`src/rtl/mpc_rr_port_arbiter_if.sv`:
```
// Handshake bundle between the per-port ingress buffers, the round-robin arbiter
// and the cache write controller. The arbiter side uses the master modport.
interface mpc_rr_port_arbiter_if #(
  parameter int unsigned NUM_PORTS = 8
);
  localparam int unsigned IDX_W = $clog2(NUM_PORTS);

  logic [NUM_PORTS-1:0] req;
  logic [NUM_PORTS-1:0] vld;
  logic [NUM_PORTS-1:0] last;
  logic                 sink_rdy;
  logic [NUM_PORTS-1:0] gnt_onehot;
  logic [IDX_W-1:0]     gnt_idx;
  logic                 gnt_vld;
  logic                 beat_acc;
  logic                 timeout_pulse;
  logic [IDX_W-1:0]     timeout_port;

  modport master (
    input  req,
    input  vld,
    input  last,
    input  sink_rdy,
    output gnt_onehot,
    output gnt_idx,
    output gnt_vld,
    output beat_acc,
    output timeout_pulse,
    output timeout_port
  );

  modport slave (
    output req,
    output vld,
    output last,
    output sink_rdy,
    input  gnt_onehot,
    input  gnt_idx,
    input  gnt_vld,
    input  beat_acc,
    input  timeout_pulse,
    input  timeout_port
  );
endinterface

```
`src/rtl/mpc_rr_port_arbiter.sv`:
```
// Packet-granular round-robin arbiter for the shared cache write path. Holds a grant
// until the granted port's last beat is accepted or the stall watchdog expires.
module mpc_rr_port_arbiter #(
  parameter int unsigned NUM_PORTS      = 8,
  parameter int unsigned TIMEOUT_CYCLES = 256
) (
  input logic                   clk,
  input logic                   rst_n,
  mpc_rr_port_arbiter_if.master bus
);

  localparam int unsigned IDX_W = $clog2(NUM_PORTS);
  localparam int unsigned CntW  = $clog2(TIMEOUT_CYCLES);
  localparam logic [CntW-1:0] WdogLimit = CntW'(TIMEOUT_CYCLES - 1);

  typedef enum logic [0:0] {StIdle, StBusy} state_e;

  state_e               state_q;
  logic [IDX_W-1:0]     ptr_q;
  logic [CntW-1:0]      wdog_q;
  logic [NUM_PORTS-1:0] gnt_onehot_q;
  logic [IDX_W-1:0]     gnt_idx_q;
  logic                 gnt_vld_q;
  logic                 timeout_pulse_q;
  logic [IDX_W-1:0]     timeout_port_q;

  logic                 beat_acc;
  logic                 last_acc;
  logic                 timeout_hit;
  logic                 release_gnt;
  logic [IDX_W-1:0]     search_base;
  logic                 pick_found;
  logic [IDX_W-1:0]     pick_idx;
  logic [NUM_PORTS-1:0] pick_onehot;

  assign beat_acc    = gnt_vld_q & bus.vld[gnt_idx_q] & bus.sink_rdy;
  assign last_acc    = beat_acc & bus.last[gnt_idx_q];
  // An accepted last beat beats a watchdog expiry in the same cycle.
  assign timeout_hit = (state_q == StBusy) & ~beat_acc & (wdog_q == WdogLimit);
  assign release_gnt = (state_q == StBusy) & (last_acc | timeout_hit);

  // At release the search starts just past the outgoing grant, which equals the next ptr.
  assign search_base = (state_q == StBusy) ? gnt_idx_q + IDX_W'(1) : ptr_q;

  always_comb begin
    logic [IDX_W-1:0] cand;
    cand       = '0;
    pick_found = 1'b0;
    pick_idx   = '0;
    for (int unsigned i = 0; i < NUM_PORTS; i++) begin
      cand = search_base + IDX_W'(i);
      if (!pick_found && bus.req[cand]) begin
        pick_found = 1'b1;
        pick_idx   = cand;
      end
    end
    pick_onehot = NUM_PORTS'(1) << pick_idx;
  end

  always_ff @(posedge clk or negedge rst_n) begin
    if (!rst_n) begin
      state_q         <= StIdle;
      ptr_q           <= '0;
      wdog_q          <= '0;
      gnt_onehot_q    <= '0;
      gnt_idx_q       <= '0;
      gnt_vld_q       <= 1'b0;
      timeout_pulse_q <= 1'b0;
      timeout_port_q  <= '0;
    end else begin
      timeout_pulse_q <= 1'b0;
      unique case (state_q)
        StIdle: begin
          wdog_q <= '0;
          if (pick_found) begin
            gnt_onehot_q <= pick_onehot;
            gnt_idx_q    <= pick_idx;
            gnt_vld_q    <= 1'b1;
            state_q      <= StBusy;
          end
        end
        StBusy: begin
          if (release_gnt) begin
            ptr_q  <= gnt_idx_q + IDX_W'(1);
            wdog_q <= '0;
            if (timeout_hit) begin
              timeout_pulse_q <= 1'b1;
              timeout_port_q  <= gnt_idx_q;
            end
            if (pick_found) begin
              gnt_onehot_q <= pick_onehot;
              gnt_idx_q    <= pick_idx;
              gnt_vld_q    <= 1'b1;
            end else begin
              gnt_onehot_q <= '0;
              gnt_idx_q    <= '0;
              gnt_vld_q    <= 1'b0;
              state_q      <= StIdle;
            end
          end else if (beat_acc) begin
            wdog_q <= '0;
          end else begin
            wdog_q <= wdog_q + CntW'(1);
          end
        end
        default: state_q <= StIdle;
      endcase
    end
  end

  assign bus.gnt_onehot    = gnt_onehot_q;
  assign bus.gnt_idx       = gnt_idx_q;
  assign bus.gnt_vld       = gnt_vld_q;
  assign bus.beat_acc      = beat_acc;
  assign bus.timeout_pulse = timeout_pulse_q;
  assign bus.timeout_port  = timeout_port_q;

  a_gnt_onehot0 : assert property (@(posedge clk) disable iff (!rst_n)
    $onehot0(gnt_onehot_q));
  a_gnt_encoding : assert property (@(posedge clk) disable iff (!rst_n)
    gnt_onehot_q == (gnt_vld_q ? (NUM_PORTS'(1) << gnt_idx_q) : '0));
  a_idle_idx_zero : assert property (@(posedge clk) disable iff (!rst_n)
    !gnt_vld_q |-> (gnt_idx_q == '0));

endmodule

```
`src/flat_wrapper.sv`:
```
// flat-port wrapper written by rule: the top's interface ports become plain ports
module mpc_rr_port_arbiter_flat 
#(
  parameter int unsigned NUM_PORTS      = 8,
  parameter int unsigned TIMEOUT_CYCLES = 256
)
  (clk, rst_n, bus_req, bus_vld, bus_last, bus_sink_rdy, bus_gnt_onehot, bus_gnt_idx, bus_gnt_vld, bus_beat_acc, bus_timeout_pulse, bus_timeout_port);
  mpc_rr_port_arbiter_if #(.NUM_PORTS(NUM_PORTS)) bus_i ();
  input logic clk;
  input logic rst_n;
  input wire logic [$bits(bus_i.req)-1:0] bus_req;
  input wire logic [$bits(bus_i.vld)-1:0] bus_vld;
  input wire logic [$bits(bus_i.last)-1:0] bus_last;
  input wire logic [$bits(bus_i.sink_rdy)-1:0] bus_sink_rdy;
  output wire logic [$bits(bus_i.gnt_onehot)-1:0] bus_gnt_onehot;
  output wire logic [$bits(bus_i.gnt_idx)-1:0] bus_gnt_idx;
  output wire logic [$bits(bus_i.gnt_vld)-1:0] bus_gnt_vld;
  output wire logic [$bits(bus_i.beat_acc)-1:0] bus_beat_acc;
  output wire logic [$bits(bus_i.timeout_pulse)-1:0] bus_timeout_pulse;
  output wire logic [$bits(bus_i.timeout_port)-1:0] bus_timeout_port;
  assign bus_i.req = bus_req;
  assign bus_i.vld = bus_vld;
  assign bus_i.last = bus_last;
  assign bus_i.sink_rdy = bus_sink_rdy;
  assign bus_gnt_onehot = bus_i.gnt_onehot;
  assign bus_gnt_idx = bus_i.gnt_idx;
  assign bus_gnt_vld = bus_i.gnt_vld;
  assign bus_beat_acc = bus_i.beat_acc;
  assign bus_timeout_pulse = bus_i.timeout_pulse;
  assign bus_timeout_port = bus_i.timeout_port;
  mpc_rr_port_arbiter #(.NUM_PORTS(NUM_PORTS), .TIMEOUT_CYCLES(TIMEOUT_CYCLES)) u_core (.clk(clk), .rst_n(rst_n), .bus(bus_i));
endmodule
```
`config.mk`:
```
export PLATFORM = sky130hd
export DESIGN_NAME = mpc_rr_port_arbiter_flat
export DESIGN_NICKNAME = d
export VERILOG_FILES = /design/src/rtl/mpc_rr_port_arbiter_if.sv /design/src/rtl/mpc_rr_port_arbiter.sv /design/src/flat_wrapper.sv
export SDC_FILE = /design/constraint.sdc
export NUM_CORES = 1
export LEC_CHECK = 0
export BUFFER_PORTS_ARGS = -buffer_cell sky130_fd_sc_hd__buf_2
export CORE_MARGIN = 5
export CORE_UTILIZATION = 50
export DETAILED_ROUTE_END_ITERATION = 7
export PLACE_DENSITY_LB_ADDON = 0.2
export SYNTH_ARGS = -nofsm -noshare
export SYNTH_HDL_FRONTEND = slang
export SYNTH_SLANG_ARGS = --single-unit
```
`constraint.sdc`:
```
create_clock -name clk -period 4.38 [get_ports clk]
set_clock_uncertainty 0.2 [all_clocks]
set_input_delay 0.876 -clock clk [delete_from_list [all_inputs] [get_ports clk]]
set_output_delay 0.876 -clock clk [all_outputs]
set_load 0.1 [all_outputs]
```
Word level (Yosys, flattened, before mapping)
Index checks and enable logic that the tools add are counted.
{"block": "classes", "add_sub_neg": 9, "magnitude_cmp": 9, "eq_ne": 3, "shifts": 1, "muxes": 57, "bitwise_logic": 9, "n_reduce_logical": 17}
{"op": "2-to-1 mux 8 bit", "n": 5}
{"op": "less-than comparator 3 x 4 -> 1 bit (second input constant)", "n": 9}
{"op": "2-to-1 mux 3 bit", "n": 12}
{"op": "case mux 8 bit (2 select lines)", "n": 2}
{"op": "binary-select mux 1 bit (select 3 bit)", "n": 10}
{"op": "2-to-1 mux 1 bit", "n": 25}
{"op": "adder 3 bit (second input constant)", "n": 4}
{"op": "adder 8 x 1 -> 8 bit (second input constant)", "n": 1}
{"op": "== test 8 bit (second input constant)", "n": 1}
{"op": "<< shifter 1 x 3 -> 8 bit (first input constant)", "n": 1}
{"op": "logical AND 1 bit", "n": 7}
{"op": "zero test 1 bit", "n": 7}
{"op": "adder 3 x 1 -> 3 bit (second input constant)", "n": 2}
{"op": "adder 3 x 2 -> 3 bit (second input constant)", "n": 2}
{"op": "AND 1 bit", "n": 6}
{"op": "case mux 3 bit (2 select lines)", "n": 1}
{"op": "case mux 1 bit (2 select lines)", "n": 2}
{"op": "AND reduction 2 bit", "n": 2}
{"op": "AND reduction 3 bit", "n": 1}
{"op": "inequality test 2 x 1 -> 1 bit (second input constant)", "n": 1}
{"op": "inequality test 2 bit (second input constant)", "n": 1}
{"op": "NOT 1 bit", "n": 2}
{"op": "bitwise OR 1 bit", "n": 1}
{"block": "totals", "register_bits": 28, "in_bits": 27}

Logic depth before layout (Yosys ltp)
{"block": "depth", "depth_word": 30, "ltp_mapped": 13, "mapped_depth_nobuf": 11}

Worst setup path before layout
OpenSTA, ideal clock, no wires.
{"block": "synth_path", "path_kind": "reg2reg", "startpoint": "reg u_core.gnt_idx_q[1] (netlist: u_core.bus.gnt_idx[1])", "endpoint": "reg u_core.gnt_onehot_q[1] (netlist: u_core.bus.gnt_onehot[1])", "setup_ns": 0.110, "arrival_ns": 4.065, "required_ns": 4.070, "path_slack_ns": 0.005, "path_stages_with_launch": 13, "cell_sequence": "dfrtp_1 ha_1 mux2i_1 inv_1 clkbuf_1 ha_1 xnor2_4 mux2i_1 nor2_4 nand4_2 o21ai_1 o32a_1 o41ai_1"}
{"block": "synth_via", "elab_chain_len": 30, "word_cells_on_any_way": 75, "classes_between": "add/sub: 8; eq/ne: 2; shift: 1; mux: 41; bitwise: 8; reduce/logical: 15"}
{"item": "start: declaration", "line_no": "mpc_rr_port_arbiter.sv:22", "text": "logic [IDX_W-1:0] gnt_idx_q;"}
{"item": "start signal: assignment", "line_no": "mpc_rr_port_arbiter.sv:77", "text": "gnt_idx_q <= pick_idx;"}
{"item": "start signal: assignment", "line_no": "mpc_rr_port_arbiter.sv:92", "text": "gnt_idx_q <= pick_idx;"}
{"item": "parallel branches: the longest is 30 deep, another holds adder 3 x 1 -> 3 bit"}
{"item": "end signal: assignment", "line_no": "mpc_rr_port_arbiter.sv:76", "text": "gnt_onehot_q <= pick_onehot;"}
{"item": "end signal: assignment", "line_no": "mpc_rr_port_arbiter.sv:91", "text": "gnt_onehot_q <= pick_onehot;"}
{"item": "end: declaration", "line_no": "mpc_rr_port_arbiter.sv:21", "text": "logic [NUM_PORTS-1:0] gnt_onehot_q;"}
Parallel ways; which one is timed is not known. The select of a mux whose other input is x is not followed.
A chain may end at the register's enable or synchronous reset.

Worst setup path in the final report
{"block": "layout_path", "startpoint": "reg u_core.gnt_idx_q[1] (netlist: u_core.bus.gnt_idx[1])", "endpoint": "reg u_core.gnt_onehot_q[2] (netlist: u_core.bus.gnt_onehot[2])"}
The elaborated chain is that of the path after synthesis.

==> impl_metrics.tcl <==
set metrics [dict create \
    num_vias 2140 \
    rrSetupSlack_ns 0.59 \
    clockBufferDepth 2 \
    setup_ws_ns 0.592 \
    min_period_ns 3.79 \
    avgRoutedWirePerCell_um 16.6 \
    rsz0062_at_grt "false" \
    core-area_mm2 0.00469 \
    viasPerCell 6.11 \
    die_w_um 79.2 \
    firstDrtPassIters 5 \
    rr_worst_depth 11 \
    worstMarginPinSlew_ns 0.654 \
    ys_types 58 \
    htreeDepth 1 \
    dieArea_mm2 0.00628 \
    min_period_over_period 0.865 \
    gp_congestion 0.900 \
    syn_area_per_cell_um2 9.51 \
    synth_top_area_frac 0.292 \
    clk_pin_slew_ns 0.09 \
    worstPathCellList "ha_1, mux2i_1, buf_4, ha_1, xnor2_4, mux2i_1, mux2i_2, nand4_2, o21ai_1, o32ai_1, o31ai_1" \
    worstPathArrival_ns 3.73 \
    crit_path_end_kind "flop" \
    use_met1 0.266 \
    pin_count 44 \
    met2_usage 0.326 \
    async_flop_share 1.00 \
    clk_latency_ns 0.27 \
    fmax_mhz 264 \
    yosys_warnings 0 \
    netlist_area_mm2 0.00240 \
    max-cap-violations 0 \
    antenna_found_initial 0 \
    critPathLaunch "u_core.bus.gnt_idx[1]" \
    tritoncts "done" \
    cts_num_sinks 28 \
    relSlewSlack 0.556 \
    groute.usage.overall 0.196 \
    finalNonFillerCells 350 \
    status "finished clean" \
    endpoint "u_core.bus.gnt_onehot[2]" \
    cts-hold-fix-buffers 0 \
    timing.rr.start "u_core.bus.gnt_idx[1]" \
    cts_resized 0 \
    ys_seq_area_frac 0.292 \
    slowest_stage "o32ai_1" \
    worst-setup-path-type "flop to flop" \
    cts_buffers 3 \
    die_y_um 79.2 \
    finalNetCount 329 \
    placementRows 25 \
    drv_slew 0 \
    hpwl_um 4440 \
    path_delay_family "compound AO/OA/AOI/OAI gates" \
    wirelength_um 5810 \
    first_global_vias 2112 \
    ys_ff_latch 28 \
    cpPeakStageDelay_ns 0.60 \
    start_util 0.511 \
    cts_setup_buffers 0 \
    io_buffers 43 \
    grt_start_max_net_pins 29 \
    setup_tns_ns 0 \
    setup-violations-final 0 \
    crit_buf_inv 1 \
    grt.overflow.total 0 \
    synth_cells 252 \
    worstHoldPathType "flop to flop" \
    use_met3 0.0340 \
    hold_viol_final 0 \
    final_layout_size_suffix_gt1_frac 0.297 \
    worstPathRequired_ns 4.32 \
    n_antenna_cell 0 \
    worstReg2RegEnd "u_core.bus.gnt_onehot[2]" \
    syn_to_final_growth_pct 13.1 \
    path_max_fanout 14 \
    synth_area_leaders "dfrtp_1, mux4_2, mux2i_1" \
    top_usage_layer "met2" \
    cp-start-kind "flop" \
    drc_errors 0 \
    place_inst 347 \
    synth_ff_type "dfrtp_1" \
    cp.depth 11 \
    syn_nets 283 \
    drt-initial-drc-count 199 \
    ant_nets 0 \
    root_buffer "clkbuf_8" \
    synth_edf_count 0 \
    grt_pass1_wl_um 10000 \
    post-place-ws_ns 0.656 \
    yosysTopAreaCell "dfrtp_1" \
]
-- state kept, by name, summed over array words and instances (netlist names) --
| name | cells |
|---|---|
| u_core.bus.gnt_vld | 1 |
| u_core.ptr_q | 3 |
| u_core.bus.timeout_port | 3 |
| u_core.wdog_q | 8 |
| u_core.state_q | 1 |
| u_core.bus.gnt_onehot | 8 |
| u_core.bus.timeout_pulse | 1 |
| u_core.bus.gnt_idx | 3 |
-- worst min path at each step --
| stage | cells past startpoint | start | to |
|---|---|---|---|
| CTS | 2 | u_core.bus.gnt_onehot[5] | u_core.bus.gnt_onehot[5] |
| global placement | 2 | u_core.bus.gnt_onehot[1] | u_core.bus.gnt_onehot[1] |
| finish | 2 | u_core.bus.gnt_onehot[3] | u_core.bus.gnt_onehot[3] |
| floorplan | 1 | u_core.wdog_q[0] | u_core.wdog_q[0] |
| detailed placement | 2 | u_core.bus.gnt_onehot[1] | u_core.bus.gnt_onehot[1] |
| global route | 2 | u_core.bus.gnt_onehot[3] | u_core.bus.gnt_onehot[3] |
-- worst reg2reg max path, delay by kind of cell (launching register included) --
kind / cells / cell delay (ns)
muxes: 3 / 0.71
xor gates and xnor gates: 1 / 0.19
buffers and inverters: 1 / 0.24
DFF: 1 / 0.49
adders and majority gates: 2 / 0.68
AOI/OAI and AO/OA: 3 / 0.90
and+or+nand+nor: 1 / 0.23
-- synth_stat cells (all sizes together), types with 6 or more instances --
library cell	instances
mux2	13
buf	7
nand4	6
xnor2	6
mux2i	18
o21ai	12
a21oi	7
nand3	11
nor2	19
dfrtp	28
mux4	7
nand2	31
xor2	6
nor3	10
-- metal layers --
metal | up-vias | share of wire
met1 | 994 | 0.43
met5 | - | 0
li1 | 1038 | -
met2 | 94 | 0.48
met4 | 0 | 0.015
met3 | 14 | 0.073
-- cells in the final DEF (no fill, tap or decap), types with 3 or more instances in the layout --
cell type / Yosys / layout
a21boi_0: 3 / 3
a21o_1: 5 / 5
a21oi_1: 7 / 7
and2_1: 3 / 3
and3_1: 4 / 4
buf_2: 2 / 43
buf_4: 3 / 7
clkbuf_8: 0 / 3
dfrtp_1: 28 / 28
ha_1: 4 / 4
mux2_2: 12 / 12
mux2i_1: 15 / 15
mux2i_2: 3 / 3
mux4_2: 7 / 7
nand2_1: 30 / 30
nand2b_1: 4 / 4
nand3_1: 11 / 11
nand4_1: 5 / 5
nor2_1: 18 / 18
nor2b_1: 4 / 4
nor3_1: 9 / 9
nor4_1: 3 / 3
o21ai_0: 10 / 10
o31ai_1: 4 / 4
o41ai_1: 5 / 5
xnor2_1: 4 / 4
xor2_1: 6 / 6
-- cells by family after synthesis --
logic type               after synthesis  share of synthesized area
buffers and inverters                 12                     0.0308
AO/OA/AOI/OAI                         58                      0.177
multiplexers                          38                      0.208
adder cells (fa/ha/maj)                4                     0.0209
AND/OR/NAND/NOR                      100                      0.211
flip-flops                            28                      0.292
XOR/XNOR                              12                     0.0595
-- area by class of cell --
type	count	area [µm²]
Timing Repair Buffer	50	268
Fill cell	425	1980
Multi-Input combinational cell	212	1620
Clock buffer	3	41.3
Tap cell	54	67.6
Inverter	3	11.3
Sequential cell	28	701
-- per-stage QoR --
stage	hold slack, ns	cell area, µm²	util
after global placement	0.259	2670	0.569
after CTS	0.285	2710	0.578
after floorplan	0.255	2400	-
after detailed placement	0.255	2670	0.569
final	0.280	2710	0.578
after global routing	0.313	2710	0.578
Power is not shown: default switching activity piles up to over one toggle a cycle in this logic, so the estimate is an artifact.
